## src/rtl/apb2axi_rd_slicer_if.sv

```systemverilog
// Beat-in / word-out stream bundle for apb2axi_rd_slicer.
// The master side feeds AXI read beats and accepts APB words; the slicer is the slave.
interface apb2axi_rd_slicer_if #(
    parameter int TAG_NUM    = 4,
    parameter int AXI_DATA_W = 64,
    parameter int APB_DATA_W = 32,
    localparam int TAG_W     = (TAG_NUM > 1) ? $clog2(TAG_NUM) : 1
);
    logic                                 in_vld;
    logic                                 in_rdy;
    logic [TAG_W-1:0]                     in_tag;
    logic [AXI_DATA_W-1:0]                in_data;
    logic [1:0]                           in_resp;
    logic                                 in_last;
    logic [TAG_NUM-1:0]                   out_vld;
    logic [TAG_NUM-1:0][APB_DATA_W-1:0]   out_data;
    logic [TAG_NUM-1:0][1:0]              out_resp;
    logic [TAG_NUM-1:0]                   out_last;
    logic [TAG_NUM-1:0]                   out_rdy;

    modport master (
        output in_vld, in_tag, in_data, in_resp, in_last, out_rdy,
        input  in_rdy, out_vld, out_data, out_resp, out_last
    );

    modport slave (
        input  in_vld, in_tag, in_data, in_resp, in_last, out_rdy,
        output in_rdy, out_vld, out_data, out_resp, out_last
    );
endinterface

```

## src/rtl/apb2axi_rd_slicer.sv

```systemverilog
// Per-TAG AXI read-beat FIFOs drained as APB-width words with narrow-lane selection.
// Optional sticky error flag per TAG: define APB2AXI_RD_ERR_STICKY_EN.
module apb2axi_rd_slicer #(
    parameter int TAG_NUM    = 4,
    parameter int AXI_DATA_W = 64,
    parameter int APB_DATA_W = 32,
    parameter int DEPTH      = 4,
    localparam int BB        = AXI_DATA_W / 8,
    localparam int BBL       = $clog2(BB),
    localparam int AW        = (BB > 1) ? BBL : 1,
    localparam int CW        = $clog2(DEPTH + 1)
) (
    input  logic                          pclk,
    input  logic                          preset,
    apb2axi_rd_slicer_if.slave            bus,
    input  logic [TAG_NUM-1:0][2:0]       tag_size,
    input  logic [TAG_NUM-1:0][AW-1:0]    tag_addr_lo,
    input  logic [TAG_NUM-1:0]            tag_flush,
    output logic [TAG_NUM-1:0][CW-1:0]    tag_count
`ifdef APB2AXI_RD_ERR_STICKY_EN
    ,
    output logic [TAG_NUM-1:0]            err_sticky
`endif
);
    localparam int APBL  = $clog2(APB_DATA_W);
    localparam int PW    = $clog2(DEPTH);
    localparam int RATIO = AXI_DATA_W / APB_DATA_W;
    localparam int SW    = (RATIO > 1) ? $clog2(RATIO) : 1;

    logic [AXI_DATA_W-1:0] mem_data [TAG_NUM][DEPTH];
    logic [1:0]            mem_resp [TAG_NUM][DEPTH];
    logic                  mem_last [TAG_NUM][DEPTH];

    logic [PW-1:0]         head      [TAG_NUM];
    logic [PW-1:0]         tail      [TAG_NUM];
    logic [CW-1:0]         count     [TAG_NUM];
    logic [SW-1:0]         slice_idx [TAG_NUM];
    logic [AW-1:0]         beat_idx  [TAG_NUM];

    logic [TAG_NUM-1:0]    slice_last;
    logic [TAG_NUM-1:0]    hs;
    logic [TAG_NUM-1:0]    push;
    logic [TAG_NUM-1:0]    pop;

    function automatic int size_log(input logic [2:0] size);
        return (int'(size) > BBL) ? BBL : int'(size);
    endfunction

    function automatic int words_per_beat(input int szl);
        return (szl + 3 > APBL) ? (1 << (szl + 3 - APBL)) : 1;
    endfunction

    // Start address is aligned down to the transfer size before stepping per beat.
    function automatic int lane_offset(input logic [AW-1:0] addr_lo, input int szl,
                                       input logic [AW-1:0] beat);
        int start;
        start = (int'(addr_lo) >> szl) << szl;
        return (start + (int'(beat) << szl)) & (BB - 1);
    endfunction

    function automatic logic [APB_DATA_W-1:0] slice_word(input logic [AXI_DATA_W-1:0] beat,
                                                         input int off, input int szl,
                                                         input int idx);
        logic [AXI_DATA_W-1:0] sh;
        logic [APB_DATA_W-1:0] mask;
        sh   = beat >> (off * 8 + idx * APB_DATA_W);
        mask = '1;
        if (szl + 3 < APBL)
            mask = mask >> (APB_DATA_W - (8 << szl));
        return sh[APB_DATA_W-1:0] & mask;
    endfunction

    always_comb begin
        bus.in_rdy = 1'b0;
        if (int'(bus.in_tag) < TAG_NUM)
            bus.in_rdy = (count[bus.in_tag] < CW'(DEPTH)) && !tag_flush[bus.in_tag];
    end

    always_comb begin
        for (int t = 0; t < TAG_NUM; t++) begin
            slice_last[t]   = (int'(slice_idx[t]) == words_per_beat(size_log(tag_size[t])) - 1);
            hs[t]           = (count[t] != '0) && bus.out_rdy[t];
            push[t]         = bus.in_vld && bus.in_rdy && (int'(bus.in_tag) == t);
            pop[t]          = hs[t] && slice_last[t] && !tag_flush[t];
            tag_count[t]    = count[t];
            bus.out_vld[t]  = (count[t] != '0);
            bus.out_data[t] = '0;
            bus.out_resp[t] = '0;
            bus.out_last[t] = 1'b0;
            if (count[t] != '0) begin
                bus.out_data[t] = slice_word(mem_data[t][head[t]],
                                             lane_offset(tag_addr_lo[t], size_log(tag_size[t]), beat_idx[t]),
                                             size_log(tag_size[t]), int'(slice_idx[t]));
                bus.out_resp[t] = mem_resp[t][head[t]];
                bus.out_last[t] = mem_last[t][head[t]] && slice_last[t];
            end
        end
    end

    // Beat storage carries no reset; validity is tracked by count alone.
    always_ff @(posedge pclk) begin
        for (int t = 0; t < TAG_NUM; t++) begin
            if (push[t]) begin
                mem_data[t][tail[t]] <= bus.in_data;
                mem_resp[t][tail[t]] <= bus.in_resp;
                mem_last[t][tail[t]] <= bus.in_last;
            end
        end
    end

    always_ff @(posedge pclk or posedge preset) begin
        if (preset) begin
            for (int t = 0; t < TAG_NUM; t++) begin
                head[t]      <= '0;
                tail[t]      <= '0;
                count[t]     <= '0;
                slice_idx[t] <= '0;
                beat_idx[t]  <= '0;
            end
        end else begin
            for (int t = 0; t < TAG_NUM; t++) begin
                if (tag_flush[t]) begin
                    head[t]      <= '0;
                    tail[t]      <= '0;
                    count[t]     <= '0;
                    slice_idx[t] <= '0;
                    beat_idx[t]  <= '0;
                end else begin
                    if (push[t])
                        tail[t] <= tail[t] + PW'(1);
                    if (hs[t]) begin
                        if (slice_last[t]) begin
                            head[t]      <= head[t] + PW'(1);
                            slice_idx[t] <= '0;
                            beat_idx[t]  <= mem_last[t][head[t]] ? '0 : beat_idx[t] + AW'(1);
                        end else begin
                            slice_idx[t] <= slice_idx[t] + SW'(1);
                        end
                    end
                    count[t] <= count[t] + CW'(push[t]) - CW'(pop[t]);
                end
            end
        end
    end

`ifdef APB2AXI_RD_ERR_STICKY_EN
    always_ff @(posedge pclk or posedge preset) begin
        if (preset) begin
            err_sticky <= '0;
        end else begin
            for (int t = 0; t < TAG_NUM; t++) begin
                if (tag_flush[t])
                    err_sticky[t] <= 1'b0;
                else if (push[t] && bus.in_resp[1])
                    err_sticky[t] <= 1'b1;
            end
        end
    end
`endif

endmodule
```

## src/flat_wrapper.sv

```systemverilog
// flat-port wrapper written by rule: the top's interface ports become plain ports
module apb2axi_rd_slicer_flat 
#(
    parameter int TAG_NUM    = 4,
    parameter int AXI_DATA_W = 64,
    parameter int APB_DATA_W = 32,
    parameter int DEPTH      = 4,
    localparam int BB        = AXI_DATA_W / 8,
    localparam int BBL       = $clog2(BB),
    localparam int AW        = (BB > 1) ? BBL : 1,
    localparam int CW        = $clog2(DEPTH + 1)
)
  (pclk, preset, tag_size, tag_addr_lo, tag_flush, tag_count, bus_in_vld, bus_in_tag, bus_in_data, bus_in_resp, bus_in_last, bus_out_rdy, bus_in_rdy, bus_out_vld, bus_out_data, bus_out_resp, bus_out_last);
  apb2axi_rd_slicer_if #(.TAG_NUM(TAG_NUM), .AXI_DATA_W(AXI_DATA_W), .APB_DATA_W(APB_DATA_W)) bus_i ();
  input  logic pclk;
  input  logic preset;
  input  logic [TAG_NUM-1:0][2:0] tag_size;
  input  logic [TAG_NUM-1:0][AW-1:0] tag_addr_lo;
  input  logic [TAG_NUM-1:0] tag_flush;
  output logic [TAG_NUM-1:0][CW-1:0] tag_count;
  input wire logic [$bits(bus_i.in_vld)-1:0] bus_in_vld;
  input wire logic [$bits(bus_i.in_tag)-1:0] bus_in_tag;
  input wire logic [$bits(bus_i.in_data)-1:0] bus_in_data;
  input wire logic [$bits(bus_i.in_resp)-1:0] bus_in_resp;
  input wire logic [$bits(bus_i.in_last)-1:0] bus_in_last;
  input wire logic [$bits(bus_i.out_rdy)-1:0] bus_out_rdy;
  output wire logic [$bits(bus_i.in_rdy)-1:0] bus_in_rdy;
  output wire logic [$bits(bus_i.out_vld)-1:0] bus_out_vld;
  output wire logic [$bits(bus_i.out_data)-1:0] bus_out_data;
  output wire logic [$bits(bus_i.out_resp)-1:0] bus_out_resp;
  output wire logic [$bits(bus_i.out_last)-1:0] bus_out_last;
  assign bus_i.in_vld = bus_in_vld;
  assign bus_i.in_tag = bus_in_tag;
  assign bus_i.in_data = bus_in_data;
  assign bus_i.in_resp = bus_in_resp;
  assign bus_i.in_last = bus_in_last;
  assign bus_i.out_rdy = bus_out_rdy;
  assign bus_in_rdy = bus_i.in_rdy;
  assign bus_out_vld = bus_i.out_vld;
  assign bus_out_data = bus_i.out_data;
  assign bus_out_resp = bus_i.out_resp;
  assign bus_out_last = bus_i.out_last;
  apb2axi_rd_slicer #(.TAG_NUM(TAG_NUM), .AXI_DATA_W(AXI_DATA_W), .APB_DATA_W(APB_DATA_W), .DEPTH(DEPTH)) u_core (.pclk(pclk), .preset(preset), .bus(bus_i), .tag_size(tag_size), .tag_addr_lo(tag_addr_lo), .tag_flush(tag_flush), .tag_count(tag_count));
endmodule
```

## config.mk

```make
export PLATFORM = sky130hd
export DESIGN_NAME = apb2axi_rd_slicer_flat
export DESIGN_NICKNAME = d
export VERILOG_FILES = /design/src/rtl/apb2axi_rd_slicer_if.sv /design/src/rtl/apb2axi_rd_slicer.sv /design/src/flat_wrapper.sv
export SDC_FILE = /design/constraint.sdc
export NUM_CORES = 1
export LEC_CHECK = 0
export BUFFER_PORTS_ARGS = -buffer_cell sky130_fd_sc_hd__buf_2
export CAP_MARGIN = 20
export CORE_UTILIZATION = 45
export CTS_CLUSTER_DIAMETER = 150
export DETAILED_ROUTE_END_ITERATION = 8
export PLACE_DENSITY_LB_ADDON = 0.1
export SLEW_MARGIN = 20
export SYNTH_ARGS = -nofsm -noshare
export SYNTH_HDL_FRONTEND = slang
export SYNTH_SLANG_ARGS = --single-unit
```

## constraint.sdc

```tcl
create_clock -name pclk -period 4.6 [get_ports pclk]
set_input_delay 0.92 -clock pclk [delete_from_list [all_inputs] [get_ports pclk]]
set_output_delay 0.92 -clock pclk [all_outputs]
set_load 0.01 [all_outputs]
```

=== After elaboration in Yosys (flattened, before gate mapping) ===
Memory sizes are Yosys's and may differ from the RTL's.
Index checks and enable logic that the tools add are counted.

* Equal/unequal tests: 7
* Shifts and indexed selects: 28
* Bitwise gates (word level): 13
* Add/sub/neg operators: 48
* $lt $le $gt $ge: 27
* Reductions and logical operators: 61
* Multiplexer cells: 188

{| class="wikitable"
|+ Operators by type and width
! operator !! number
|-
| 2-to-1 mux 256 bit || 10
|-
| 2-to-1 mux 64 bit || 12
|-
| OR reduction 256 bit || 3
|-
| binary-select mux 64 bit (select 2 bit) || 4
|-
| demux 64 bit (select 2 bit) || 4
|-
| 2-to-1 mux 32 bit || 16
|-
| right shift 64 x 32 -> 32 bit || 4
|-
| adder 32 x 3 -> 32 bit (second input constant) || 4
|-
| bitwise AND 32 bit || 4
|-
| == test 2 x 32 -> 1 bit || 4
|-
| greater-than comparator 32 x 4 -> 1 bit (second input constant) || 4
|-
| less-than comparator 32 x 4 -> 1 bit (second input constant) || 4
|-
| left shift 1 x 32 -> 32 bit (first input constant) || 4
|-
| left shift 3 x 32 -> 3 bit || 4
|-
| left shift 32 x 32 -> 3 bit || 4
|-
| left shift 4 x 32 -> 32 bit (first input constant) || 4
|-
| right shift 3 x 32 -> 32 bit || 4
|-
| right shift 32 x 32 -> 32 bit (first input constant) || 4
|-
| subtractor 32 x 2 -> 32 bit (second input constant) || 4
|-
| subtractor 32 x 4 -> 32 bit (second input constant) || 4
|-
| subtractor 7 x 32 -> 32 bit (first input constant) || 4
|-
| 2-to-1 mux 2 bit || 45
|-
| 2-to-1 mux 8 bit || 10
|-
| 2-to-1 mux 3 bit || 26
|-
| 30 further kinds || 182
|}

* Register bits after elaboration: 44
* Bits of input ports: 104
* Memory bits (writable): 1072
* Memories kept: 3

{| class="wikitable"
|+ Memories
! memory !! depth !! bits a word !! read ports !! clocked after memory_dff !! wr ports !! line !! source
|-
| u_core.mem_data || 4 || 256 || 4 || 0 || 1 || apb2axi_rd_slicer.sv:30 || <nowiki>logic [AXI_DATA_W-1:0] mem_data [TAG_NUM][DEPTH];</nowiki>
|-
| u_core.mem_resp || 4 || 8 || 4 || 0 || 1 || apb2axi_rd_slicer.sv:31 || <nowiki>logic [1:0] mem_resp [TAG_NUM][DEPTH];</nowiki>
|-
| u_core.mem_last || 4 || 4 || 4 || 0 || 1 || apb2axi_rd_slicer.sv:32 || <nowiki>logic mem_last [TAG_NUM][DEPTH];</nowiki>
|}

=== Logic depth before layout (Yosys ltp) ===
Gate-level depths: netlist (run 1).

* Word-level depth: 14
* Mapped depth: 18
* Gate-level depth less buffers: 16

=== Worst setup path before layout (run 1) ===
OpenSTA, ideal clock, no wires.

* Path kind: input -> output
* From: input port tag_size[7] in the netlist's numbering
* To: output port bus_out_data[81]
* Path slack: -403 ps
* Stages: 14
* Data required time: 3680 ps
* Data arrival time: 4083 ps
* Cell sequence: clkbuf_1 nor2_1 and3_1 ha_1 inv_1 fa_1 xnor2_1 xnor2_1 ha_1 buf_2 buf_2 clkbuf_1 mux2i_1 o221ai_1

* Longest elaborated chain between the ends: 9
* Elaborated cells on any way between the ends: 17
* Classes of those cells: 4 x add/sub; 2 x order compare; 6 x shift; 4 x mux; 1 x bitwise

{| class="wikitable"
|+ RTL lines
! element !! line !! source
|-
| from (decl) || flat_wrapper.sv:17 || <nowiki>input logic [TAG_NUM-1:0][2:0] tag_size;</nowiki>
|-
| greater-than comparator 3 x 2 -> 1 bit || apb2axi_rd_slicer.sv:46 || <nowiki>return (int'(size) > BBL) ? BBL : int'(size);</nowiki>
|-
| 2-to-1 mux 3 bit * || apb2axi_rd_slicer.sv:46 ||
|-
| right shift 3 x 32 -> 32 bit / left shift 4 x 32 -> 32 bit (equally long branches) || apb2axi_rd_slicer.sv:57, apb2axi_rd_slicer.sv:69 ||
|-
| left shift 32 x 32 -> 3 bit / subtractor 7 x 32 -> 32 bit (equally long branches) || apb2axi_rd_slicer.sv:57, apb2axi_rd_slicer.sv:69 ||
|-
| adder 3 bit / right shift 32 x 32 -> 32 bit (equally long branches) || apb2axi_rd_slicer.sv:58, apb2axi_rd_slicer.sv:69 ||
|-
| adder 6 x 6 -> 7 bit / 2-to-1 mux 32 bit (equally long branches) || apb2axi_rd_slicer.sv:66, apb2axi_rd_slicer.sv:68 ||
|-
| right shift 64 x 32 -> 32 bit / 2-to-1 mux 32 bit (equally long branches) || apb2axi_rd_slicer.sv:66, apb2axi_rd_slicer.sv:90 ||
|-
| bitwise AND 32 bit * || apb2axi_rd_slicer.sv:70 || <nowiki>return sh[APB_DATA_W-1:0] & mask;</nowiki>
|-
| 2-to-1 mux 32 bit * || apb2axi_rd_slicer.sv:90 || <nowiki>if (count[t] != '0) begin</nowiki>
|-
| to (decl) || flat_wrapper.sv:29 || <nowiki>output wire logic [$bits(bus_i.out_data)-1:0] bus_out_data;</nowiki>
|}

Mark *: on every way between the ends. The rest lies on a longest branch, timed or not. The select of a mux whose other input is x is not followed.

=== Worst setup path after layout (run 1) ===
* From: input port tag_size[8] in the netlist's numbering
* To: output port bus_out_data[79]

Same word-level chain as after synthesis.

==> metrics.txt, run 1 <==
Overflow after GRT 0; Initial Util 0.453; WL final 159000 um; Max-Cap Viols 0; CTS root buf clkbuf_16; Syn Std Cell Area 0.0509 mm2; total track usage 0.276; HPWL after DPL 104000 um; Yosys Warn Count 0; Filler cells 8665; Buffers & Inverters on Critical Path 5; worst r2r src u_core.tag_count[8]$_DFF_PP0_; most frequently used flop master after synthesis edfxtp_1; area grow syn2layout 26.7%; Post-Synthesis Cells 3028; die area 0.114 mm2; vias in the first global route approximately 32000; initial DRC count 3101; area occupied by multi-input gates 0.0195 mm2; Fmax 0.204 GHz; WP data required 3.68 ns; final worst path period share 1.07; Layout Nets 3783; top cell type's share of synthesized area 0.632; kind of critical path primary input to output port; synth unique cells 69; final worst slack -0.310 ns; outcome finished, violations left; delay-heaviest family, CP adder cells; antenna violations before repair 18; clock-pin slew on the worst setup and hold paths 0.06 ns; clock latency on the worst-skew pair 0.70 ns; min cycle time layout 4.91 ns; DP Area 0.0562 mm2; final setup TNS -9.69 ns; most frequent cell after synthesis edfxtp_1; Mean Syn Cell Area 16.8 um2; CP Launch Point tag_size[8]; number of synthesized register bits 1116; violated checks negative setup slack; crit path capture type output port; gpl congestion 0.935; number of setup violations in the final report 96; area leader, netlist edfxtp_1; Die X 338 um; sequential share of the synthesized area 0.654; routed vias/inst 6.03; Final Hold Vio Count 0; Hold WS 0.337 ns; number of CTS-inserted buffers ~110; Design Area, Final 0.0645 mm2; RR Endpoint u_core.tag_count[8]$_DFF_PP0_; HP Class primary input to asynchronous set/reset pin; Worst Path Max Fanout 16; Post-synth ARST share 0.0394; Slew Limit Headroom 0.256; first-pass GRT wire length 228000 um; Port Buffer Count 260; final clock skew 0.0313 ns; LEAKAGE 22.0 nW; CP arrival 3.99 ns; Chip Height 338 um; Post-synth EDFFs 1072; R2R cell count 13; largest net degree at the start of global routing 68; RSZ-0062 raised after global routing yes; reg-to-reg slack, setup 0.92 ns; I/O pins 261; top area cells in the synthesized netlist edfxtp_1 63%, mux4_2 12%, mux2i_1 4.5%; worst slack, placed -0.694 ns; post-cts hold buffer count 0; CP Launch Type primary input; most instantiated cells after synthesis 1072 x edfxtp_1, 274 x mux4_2, 230 x mux2i_1; per-cell routed wire length between 30 and 40 um; row count 123; slowest CP cell fa_4; Seq. cell area 0.0333 mm2; CTS Sinks 1116; Residual DRC 0; CTS tree yes; delay of the slowest critical-path stage 0.47 ns; CTS Buffer Depth 3; Core Region 0.112 mm2; share of cells above drive strength 1 0.433; Cell Chain, Critical Path buf_2, nor4b_4, ha_2, inv_2, fa_4, xnor2_2, xnor2_2, ha_4, nor2_2, buf_12, a221oi_2, a22oi_2, a2111oi_2, buf_4, buf_4; VDD IR max 321 uV; Antenna Violating Nets Remaining 0; H-tree depth 3; Slew @ Worst Pin 1.11 ns; Final Slew Violations 0; drt first pass iters 6; via count approximately 31000; pwr/cell area 357 mW/mm2
power breakdown:
group          leakage (nW)  switching [W]  total [W]  internal [W]
registers              10.2      0.0000308     0.0112        0.0112
clock network          1.88        0.00385    0.00945       0.00560
logic                  9.92        0.00137    0.00237      0.000997
total                  22.0        0.00525     0.0231        0.0178
worst register-to-register path, cell delays in order (launching register included):
cell and delay [ns]:
dfrtp_1 0.44, nor3_1 0.92, inv_1 0.36, nand2_1 0.38
or2_2 0.19, nor2_1 0.05, ha_1 0.29, inv_1 0.06
ha_1 0.12, inv_1 0.05, fa_1 0.37, xor2_1 0.16
xnor2_1 0.13, nor2_1 0.05
area by class of cell:
| class | instances | share of cell area |
|---|---|---|
| sequential | 1116 | 0.516 |
| multi-input combinational | 1695 | 0.303 |
| timing repair buffer | 636 | 0.0893 |
| clock buffer | 151 | 0.0484 |
| tap | 1500 | 0.0291 |
| clock inverter | 61 | 0.0108 |
| inverter | 50 | 0.00295 |
| antenna | 9 | 0.000349 |
stage by stage:
stage	power, W	instances	utilization
after detailed placement	0.0132	4919	0.501
after global routing	0.0237	5211	0.574
after CTS	0.0231	5190	0.564
after floorplan	0.0123	3048	-
after global placement	0.0132	4919	0.501
final	0.0231	5218	0.574
placed cells by master, fill, tap and decap left out, types with 22 or more instances in the layout:
master / n
a21oi_1: 65
a22oi_1: 22
clkbuf_1: 27
dfrtp_1: 34
mux2_2: 68
buf_2: 211
a22oi_2: 23
mux4_2: 277
a21oi_2: 36
o211ai_1: 22
buf_4: 233
nand2_1: 175
nor2_2: 22
buf_6: 100
nor2_1: 87
edfxtp_1: 1072
mux2i_1: 191
buf_12: 73
ha_1: 51
mux2i_4: 29
conb_1: 22
inv_1: 39
clkinv_2: 24
o21ai_0: 30
nand2_2: 26
clkbuf_16: 119
a221oi_2: 23
flip-flops by register name (all words and copies together) (netlist names):
register / flops
u_core.mem_resp: 32
u_core.slice_idx: 4
u_core.mem_data: 1024
u_core.tail: 8
u_core.head: 8
u_core.beat_idx: 12
u_core.tag_count: 12
u_core.mem_last: 16
metal layers:
metal / up-vias / GRT usage / wire, um
met5: - / 0 / 13
met4: 2 / 0.117 / 7450
met3: 287 / 0.0375 / 9490
met2: 1180 / 0.446 / 77100
met1: 16503 / 0.376 / 64800
li1: 13483 / - / -
cell families after synthesis:
family | synth area share
flops | 0.654
mux | 0.192
simple gates | 0.0495
compound gates | 0.0595
buf+inv | 0.0232
fa+ha+maj | 0.0174
xor+xnor | 0.00430
other cells | 0.000148
worst max path at each step:
stage,endpoint,slack (ns),cells after the start
global placement,bus_out_data[42],-0.65,17
CTS,bus_out_data[74],-0.30,13
global route,bus_out_data[79],-0.42,14
floorplan,bus_out_data[55],-0.003,12
finish,bus_out_data[79],-0.31,15
detailed placement,bus_out_data[42],-0.69,17
what timing repair did:
action / CTS / global route
buffers inserted: 76 / 38
cloned: 9 / 2
endpoints found under the setup margin: 128 / 128
pin swaps: 134 / 97
resized for setup: 556 / 240
Power figures use the tool's default switching activity.
==> run 2, diff against run 1 <==
--- a/config.mk
+++ b/config.mk
@@ -11,6 +11,7 @@
 export CTS_CLUSTER_DIAMETER = 150
 export DETAILED_ROUTE_END_ITERATION = 8
 export PLACE_DENSITY_LB_ADDON = 0.1
+export REMOVE_ABC_BUFFERS = 1
 export SLEW_MARGIN = 20
 export SYNTH_ARGS = -nofsm -noshare
 export SYNTH_HDL_FRONTEND = slang
==> run 2 against run 1 <==
The run still ends with negative setup slack left. Flip-flop and latch count did not move. Critical path depth rose by 2. Count of clock-buffer cells in the layout fell by 15. Setup slack got worse by 0.26 ns. Core utilization rose by 0.27 points. Clock skew fell by 0.011 ns. Fmax fell by 5.0%. Sequential power barely moved. Power fell by 0.20%. Design area rose by 0.47%. Routed wire length rose by 3.2%. Via count rose by 2.6%. Critical endpoint is now bus_out_data[76].
==> metrics.txt, run 2 (synthesized netlist as in run 1, its figures left out) <==
outcome finished, violations left; violated checks negative setup slack; Port Buffer Count 260 (unchanged); row count 123 (unchanged); clock latency on the worst-skew pair 0.72 ns (+0.02 ns); area grow syn2layout 27.3%; largest net degree at the start of global routing 68 (unchanged); vias in the first global route 32775 (+2.5%); CTS Buffer Depth 3 (unchanged); Slew Limit Headroom 0.332 (+0.0764); Fmax 0.194 GHz (-5.0%); WL final 164000 um (+3.2%); commonest cells after routing, fill and taps aside 1072 x edfxtp_1, 283 x buf_4, 274 x mux4_2; Finished Layout Cells 5290 (+1.4%); kind of critical path primary input to output port; per-cell routed wire length 31.0 um (+1.8%); CTS tree yes; pwr/cell area 355 mW/mm2 (-0.67%); Final Hold Vio Count 0 (unchanged); die area 0.114 mm2 (unchanged); total track usage 0.282 (+0.00617); final worst slack -0.566 ns (-0.256 ns); Slew @ Worst Pin 0.986 ns (-0.122 ns); min cycle time layout 5.17 ns (+0.256 ns); RSZ-0062 raised after global routing yes; share of cells above drive strength 1 0.436 (+0.00281); first-pass GRT wire length 233000 um (+2.6%); Overflow after GRT 0 (unchanged); gpl congestion 0.923 (-1.4%); crit path capture type output port; Filler cells 8690 (+0.29%); drt first pass iters 6 (unchanged); Residual DRC 0 (unchanged); Antenna Violating Nets Remaining 0 (unchanged); final clock skew 0.0207 ns (-0.0106 ns); final worst path period share 1.12 (+0.0557); HPWL after DPL 111000 um (+6.6%); Layout Nets 3856 (+1.9%); worst slack, placed -0.998 ns (-0.304 ns); I/O pins 261 (unchanged); Initial Util 0.453 (unchanged); CP arrival 4.25 ns (+0.26 ns); number of flip-flops in the largest register 1024 (unchanged); WP data required 3.68 ns (about the same); CTS root buf clkbuf_16; via count 32273 (+2.6%); delay of the slowest critical-path stage 0.43 ns (-0.04 ns); placed cells 4973 (+1.1%); Final Slew Violations 0 (unchanged); number of setup violations in the final report 116 (+21%); number of CTS-inserted buffers 117 (+2.6%); initial DRC count 3331 (+7.4%); commonest non-fill, non-tap cell in the layout edfxtp_1; Max-Cap Viols 0 (unchanged); Worst Path Max Fanout 6 (-10); H-tree depth 3 (unchanged); Die X 338 um (unchanged); HP Class primary input to asynchronous set/reset pin; slowest CP cell fa_4; CTS Sinks 1116 (unchanged); antenna violations before repair 5 (-13); Core Region 0.112 mm2 (unchanged); Cell Chain, Critical Path buf_2, nor4b_4, ha_4, inv_2, fa_4, xnor2_2, xnor2_1, buf_4, ha_4, buf_12, buf_12, nor2b_4, a221oi_2, a22oi_2, a2111oi_2, buf_4, buf_6; CP Launch Type primary input; LEAKAGE 22.3 nW (+1.2%); Chip Height 338 um (unchanged); VDD IR max 344 uV (+7.2%); routed vias/inst 6.10 (+1.2%); clock-pin slew on the worst setup and hold paths 0.07 ns (about the same)
## run 2: changes by cell type in the layout (fill, tap and decap cells not counted), moves of 11 or more
cell and delta:
and2_4 +15, mux2i_1 +16, o21ai_1 -12, buf_2 -14, mux2i_4 -14, buf_4 +50, clkinv_1 +11, and2_2 -15
buf_6 +40
## run 2: layout make-up
class                   instances  area [um2]  area share
repair buffers                706        6380      0.0984
clock inverters                83         744      0.0115
clock buffers                 136        3020      0.0466
inverters                      50         204     0.00315
well taps                    1500        1880      0.0289
multi-input cells            1695       19300       0.297
flip-flops and latches       1116       33300       0.514
diodes                          4        10.0    0.000154
## run 2: layer usage
metal	global-route usage	part of all wire	up-vias
met1	0.399	0.42	17036
met3	0.0393	0.067	270
met5	0	0	-
met4	0.0909	0.036	0
met2	0.452	0.48	1363
li1	-	-	13604
## run 2: stage by stage
step           power, W  utilization  hold slack (ns)  cell area, um2  TNS, ns
6_report         0.0230        0.577            0.358           64800   -32.73
3_5_place_dp     0.0133        0.503            0.566           56500   -66.42
3_3_place_gp     0.0133        0.503            0.550           56500   -68.36
4_1_cts          0.0230        0.566            0.481           63600   -31.45
2_1_floorplan    0.0123            -            0.517           50000  -167.64
5_1_grt          0.0236        0.577            0.425           64800   -42.69
## run 2: report_power, final
part           internal, W  switching (W)
Sequential          0.0112      0.0000404
Combinational      0.00105        0.00138
Clock              0.00527        0.00407
## run 2: repair_timing
| action | 4_1_cts | 5_1_grt |
|---|---|---|
| gates resized for setup | 615 | 185 |
| buffers inserted | 73 | 46 |
| hold buffers | 0 | 0 |
| cloned | 8 | 1 |
| pin swaps | 181 | 106 |
| endpoints found under the setup margin | 128 | 128 |
## run 2: worst paths after layout
| path | slack (ns) | end | depth (start not counted) | startpoint |
|---|---|---|---|---|
| worst max-delay path | -0.57 | bus_out_data[76] | 17 | tag_size[8] |
| worst min-delay path | 0.36 | u_core.head[4]$_DFFE_PP0P_ | 2 | preset |
| worst max register to register | 1.43 | u_core.tag_count[5]$_DFF_PP0_ | 12 | u_core.tag_count[4]$_DFF_PP0_ |
| worst min register to register | 0.57 | u_core.beat_idx[11]$_DFFE_PP0P_ | 2 | u_core.beat_idx[11]$_DFFE_PP0P_ |
| max in group asynchronous | 3.65 | u_core.head[6]$_DFFE_PP0P_ | 2 | preset |
| min in group pclk | 0.56 | u_core.head[0]$_DFFE_PP0P_ | 2 | tag_flush[3] |
## run 2: worst max-delay path: cells and delay by family
family / cells / cell delay, ns
buffers and inverters: 7 / 0.95
adder cells (fa/ha/maj): 3 / 0.86
AO/OA/AOI/OAI: 3 / 0.71
AND/OR/NAND/NOR: 2 / 0.45
XOR/XNOR: 2 / 0.33
